File: src/rtl/data_axil_master.sv
// data_axil_master
//   Data-side bridge behind the core's MEM stage. Each accepted load or store
//   request becomes exactly one AXI4-Lite read or write. Only one transaction
//   is in flight at a time, and the core is held by core_stall until it ends.
//
// States
//   IDLE  | waiting for core_req; the cycle carrying core_done is also IDLE
//   WADDR | presenting AW and W; each channel retires independently
//   WRESP | waiting for the write response on B
//   RADDR | presenting AR until arready
//   RDATA | waiting for read data on R
//
// Ports
//   clk, reset                 clock and asynchronous active-high reset
//   core_req/we/addr/wdata/wmask   request from the MEM stage
//   core_rdata                 registered load data (updated even on error)
//   core_done, core_err        one-cycle completion and error pulses
//   core_stall                 high while a transaction is in flight
//   m_aw*, m_w*, m_b*          AXI4-Lite write channels
//   m_ar*, m_r*                AXI4-Lite read channels
module data_axil_master #(
    parameter int          ADDR_W     = 32,
    parameter logic [2:0]  AXI_PROT   = 3'b000,
    parameter bit          ALIGN_ADDR = 1'b1
) (
    input  logic              clk,
    input  logic              reset,
    input  logic              core_req,
    input  logic              core_we,
    input  logic [ADDR_W-1:0] core_addr,
    input  logic [31:0]       core_wdata,
    input  logic [3:0]        core_wmask,
    output logic [31:0]       core_rdata,
    output logic              core_done,
    output logic              core_err,
    output logic              core_stall,
    output logic [ADDR_W-1:0] m_awaddr,
    output logic [2:0]        m_awprot,
    output logic              m_awvalid,
    input  logic              m_awready,
    output logic [31:0]       m_wdata,
    output logic [3:0]        m_wstrb,
    output logic              m_wvalid,
    input  logic              m_wready,
    input  logic [1:0]        m_bresp,
    input  logic              m_bvalid,
    output logic              m_bready,
    output logic [ADDR_W-1:0] m_araddr,
    output logic [2:0]        m_arprot,
    output logic              m_arvalid,
    input  logic              m_arready,
    input  logic [31:0]       m_rdata,
    input  logic [1:0]        m_rresp,
    input  logic              m_rvalid,
    output logic              m_rready
);

    localparam logic [2:0] S_IDLE  = 3'd0;
    localparam logic [2:0] S_WADDR = 3'd1;
    localparam logic [2:0] S_WRESP = 3'd2;
    localparam logic [2:0] S_RADDR = 3'd3;
    localparam logic [2:0] S_RDATA = 3'd4;

    logic [2:0]        state;
    logic [ADDR_W-1:0] addr_q;
    logic [31:0]       wdata_q;
    logic [3:0]        wmask_q;
    logic              aw_done;
    logic              w_done;
    logic [ADDR_W-1:0] bus_addr;
    logic              aw_next;
    logic              w_next;

    // Only RESP[1] distinguishes an error; the low bits are intentionally ignored.
    logic unused_resp_lsb;
    assign unused_resp_lsb = m_bresp[0] ^ m_rresp[0];

    // Payloads and VALIDs come only from registered state, so no READY can
    // reach a VALID combinationally and payloads hold until their handshake.
    assign bus_addr   = ALIGN_ADDR ? {addr_q[ADDR_W-1:2], 2'b00} : addr_q;
    assign m_awaddr   = bus_addr;
    assign m_araddr   = bus_addr;
    assign m_awprot   = AXI_PROT;
    assign m_arprot   = AXI_PROT;
    assign m_wdata    = wdata_q;
    assign m_wstrb    = wmask_q;

    assign m_awvalid  = (state == S_WADDR) && !aw_done;
    assign m_wvalid   = (state == S_WADDR) && !w_done;
    assign m_bready   = (state == S_WRESP);
    assign m_arvalid  = (state == S_RADDR);
    assign m_rready   = (state == S_RDATA);
    assign core_stall = (state != S_IDLE);

    // A channel counts as done if it retired earlier or retires this cycle;
    // this covers both handshakes landing together.
    assign aw_next = aw_done || (m_awvalid && m_awready);
    assign w_next  = w_done  || (m_wvalid  && m_wready);

    always_ff @(posedge clk or posedge reset) begin
        if (reset) begin
            state      <= S_IDLE;
            addr_q     <= '0;
            wdata_q    <= '0;
            wmask_q    <= '0;
            aw_done    <= 1'b0;
            w_done     <= 1'b0;
            core_rdata <= '0;
            core_done  <= 1'b0;
            core_err   <= 1'b0;
        end else begin
            core_done <= 1'b0;
            core_err  <= 1'b0;
            case (state)
                S_IDLE: begin
                    if (core_req) begin
                        addr_q  <= core_addr;
                        wdata_q <= core_wdata;
                        wmask_q <= core_wmask;
                        aw_done <= 1'b0;
                        w_done  <= 1'b0;
                        state   <= core_we ? S_WADDR : S_RADDR;
                    end
                end
                S_WADDR: begin
                    aw_done <= aw_next;
                    w_done  <= w_next;
                    if (aw_next && w_next) begin
                        state <= S_WRESP;
                    end
                end
                S_WRESP: begin
                    if (m_bvalid) begin
                        core_done <= 1'b1;
                        core_err  <= m_bresp[1];
                        state     <= S_IDLE;
                    end
                end
                S_RADDR: begin
                    if (m_arready) begin
                        state <= S_RDATA;
                    end
                end
                S_RDATA: begin
                    if (m_rvalid) begin
                        core_rdata <= m_rdata;
                        core_done  <= 1'b1;
                        core_err   <= m_rresp[1];
                        state      <= S_IDLE;
                    end
                end
                default: state <= S_IDLE;
            endcase
        end
    end

endmodule
File: config.mk
export PLATFORM = sky130hd
export DESIGN_NAME = data_axil_master
export DESIGN_NICKNAME = d
export VERILOG_FILES = /design/src/rtl/data_axil_master.sv
export SDC_FILE = /design/constraint.sdc
export NUM_CORES = 1
export LEC_CHECK = 0
export CORE_MARGIN = 8
export CORE_UTILIZATION = 41
export DETAILED_ROUTE_END_ITERATION = 12
export GPL_ROUTABILITY_DRIVEN = 0
export PLACE_DENSITY = 0.85
export SETUP_SLACK_MARGIN = 0.02
export SYNTH_ARGS = -nofsm -noshare
export SYNTH_HDL_FRONTEND = slang
export SYNTH_SLANG_ARGS = --single-unit
File: constraint.sdc
create_clock -name clk -period 9.65 [get_ports clk]
set_input_delay 2.895 -clock clk [delete_from_list [all_inputs] [get_ports clk]]
set_output_delay 2.895 -clock clk [all_outputs]
set_load 0.01 [all_outputs]
==> summary.md <==
| Metric | Value |
|---|---|
| Hold Path Stages | 1 |
| Die width | 121.1 um |
| P_leak | ~3 nW |
| Max-Cap Viols | 0 |
| Sw Ratio | 0.3049 |
| Cell accounting for the most synthesized area | dfrtp_1 |
| Initial core utilization | 0.4199 |
| Layout area overhead | 55.27% |
| CP Cell Sequence | nor2b_1, nor2b_1, clkdlybuf4s50_1 |
| Mapped cell area | 4532 sq um |
| Seq cells post-synth | roughly 110 |
| Power Internal | ~1.6 mW |
| Worst-margin pin slew | approximately 1000 ps |
| CP max stage delay | between 500 and 600 ps |
| Fmax | between 0.2 and 0.25 GHz |
| Antenna violations before repair | 0 |
| Hold Crit Class | flop to flop |
| Cell family with most CP delay | buffers and inverters |
| Synth Flop Type | dfrtp_1 |
| Top post-synthesis cells by area | dfrtp_1 58%, mux2_2 14%, mux2_4 13% |
| Clock Latency Late Sink | between 300 and 400 ps |
| R2R Path Start | state[0] |
| Max rail drop VDD | around 0.00018 V |
| Most frequent cell after synthesis | dfrtp_1 |
| Synth top area share | 0.5798 |
| Routed WL per cell | a little under 20 um |
| Count of cell types in the netlist | 30 |
| RSZ-0062 raised after global routing | false |
| DRC | 0 |
| Cts repair resizes | 0 |
| Clk slew on worst S/H paths | roughly 90 ps |
| Setup violation total in the final timing report | 0 |
| Total Neg Setup Slack | 0 ps |
| Worst R2R Setup Slack | ~7100 ps |
| Req. time, crit path | 6760 ps |
| HP Start | m_wdata[6] |
| CP arrival | ~1900 ps |
| Gr ovfl total | 0 |
| Clock skew | between 9 and 10 ps |
| WL final | about 13000 um |
| Cells after synthesis | ~290 |
| Final Cycle Share | 0.5010 |
| Post-synth ARST share | 1.000 |
| Sink Count | 105 |
| Sequential Power Share | 0.339 |
| Fin. Hold Viols | 0 |
| Clk pwr share | 0.149 |
| Post-DP HPWL | between 9000 and 10000 um |
| CTS tree | yes |
| First-pass GRT wire length | between 15000 and 20000 um |
| Setup crit end kind | output pin |
| Top cells by count, synth | 105 x dfrtp_1, 58 x mux2_2, 42 x buf_4 |
| Vias in the first global route | 3393 |
| Clk buf depth | 2 |
| Total inserted antenna cells | 0 |
| EDFF count, synth | 0 |
| Register area share after synthesis | 0.5798 |
| Most Frequent Cell on Critical Path | nor2b_1 |
| Setup crit start | state[2] |
| Pin count of the biggest net entering global routing | 63 |
| Avg Synthesized Cell Area | about 16 sq um |
| Starting DRT DRC Count | around 170 |
| Worst Setup Slack post-DPL | between 4000 and 5000 ps |
| Max Slew Vio Count | 0 |
| Num ports | 259 |
| CP Max Fanout | 7 |
| Worst Setup Slack, final | about 4800 ps |
| PortBufs | between 200 and 250 |
| Setup Buffers After CTS | 0 |
| Vias | between 3000 and 4000 |
| Sw Pwr | approximately 0.70 mW |
| DRT antenna net count | 0 |
| Vias/cell | ~4.7 |
| H-tree levels | 3 |
| Power per cell area | about 330 nW/um^2 |
| Run status | finished, final reports clean |
| Length in cells of the worst reg-to-reg path | 4 |
| WP buf/inv | 1 |
| Crit path kind | flop to output pin |
| Slowest CP cell | clkdlybuf4s50_1 |
| Num rows | 38 |
| Die span in y | between 100 and 150 um |
| Rel. slew slack | 0.3173 |
| Hold endpoint | m_wdata[6] |
| Logic gate share of total power | 0.511 |
| Yosys warns | 0 |
| Die area | 14670 sq um |
| RR Endpoint | addr_q[27] |
| Clock Root Buffer | clkbuf_8 |
| Clock period minus worst slack | 4835 ps |
| All-Layer GR Usage | 0.1698 |
| Hold Buf Count CTS | 0 |
| CTS Buf Count | 9 |
| Drt pass-1 iters | 4 |
| Nets@finish | 620 |
| Core ar. | approximately 11000 sq um |
| Setup crit start kind | flop |
| Share of cells above drive strength 1 | 0.2324 |
[cell usage in the layout (no fill, tap or decap)]
cell	n
a21o_1	1
a21oi_1	4
a22o_1	1
a2bb2oi_1	1
a31oi_1	1
a32o_1	1
and2_1	2
and3_1	1
buf_4	3
bufinv_16	4
clkbuf_1	2
clkbuf_8	9
clkdlybuf4s50_1	244
clkinvlp_4	1
conb_1	10
dfrtp_1	105
inv_1	2
inv_4	1
mux2_2	58
mux2_4	40
mux2i_1	1
nand2_1	3
nand2b_1	1
nand3_1	1
nor2_1	6
nor2_4	1
nor2b_1	2
o21a_1	1
o21ai_0	2
o221ai_1	1
or3_4	1
or3b_2	1
[cell families after synthesis]
group           count (synthesis)  share of synthesized area
compound gates                 13                    0.01933
buf+inv                        55                    0.09746
flops                         105                     0.5798
mux                            99                     0.2789
other cells                     1                  0.0008275
simple gates                   19                    0.02374
[sequential cells by signal (all words and copies together), names as in the netlist]
register	flops
core_err	1
m_wdata	32
addr_q	30
m_wstrb	4
aw_done	1
state	3
w_done	1
core_rdata	32
core_done	1
[power groups by stage]
stage | combinational (mW) | clock, mW | sequential, mW
finish | 1.18 | 0.344 | 0.781
global route | 1.24 | 0.373 | 0.809
CTS | 1.20 | 0.357 | 0.785
detailed placement | 1.19 | 0 | 0.791
global placement | 1.17 | 0 | 0.774
floorplan | 0.538 | 0 | 0.862
[final cells by class]
cell class	count	area (sq um)
Fill cell	815	3756
Timing Repair Buffer	247	2465
Sequential cell	105	2628
Multi-Input combinational cell	141	1496
Inverter	3	13.76
Clock buffer	11	131.4
Clock inverter	5	127.6
Tap cell	140	175.2
[through the flow]
step	util	instances	instance area (sq um)	hold slack (ps)	total power, mW
6_report	0.6520	652	7037	512.7	2.302
2_1_floorplan	-	301	4566	521.3	1.400
5_1_grt	0.6520	652	7037	524.8	2.425
3_5_place_dp	0.6280	636	6778	493.2	1.980
4_1_cts	0.6520	652	7037	516.7	2.339
3_3_place_gp	0.6280	636	6778	489.1	1.945
[worst max-delay path by stage]
stage	end	slack [ps]	depth (start not counted)
finish	m_bready	4820	3
global route	m_bready	4700	3
CTS	m_bready	4780	3
detailed placement	m_wdata[1]	4480	5
global placement	addr_q[27]	4490	5
floorplan	addr_q[10]	3990	1
[metal layers]
layer | wire length [um] | track usage | share of wire
met1 | 4465 | 0.1736 | 0.35
met2 | 6543 | 0.2957 | 0.52
met3 | 1380 | 0.07538 | 0.11
met4 | 237 | 0.07247 | 0.019
met5 | 0 | 0 | 0
Note: power is estimated with default switching activity, not from simulation.
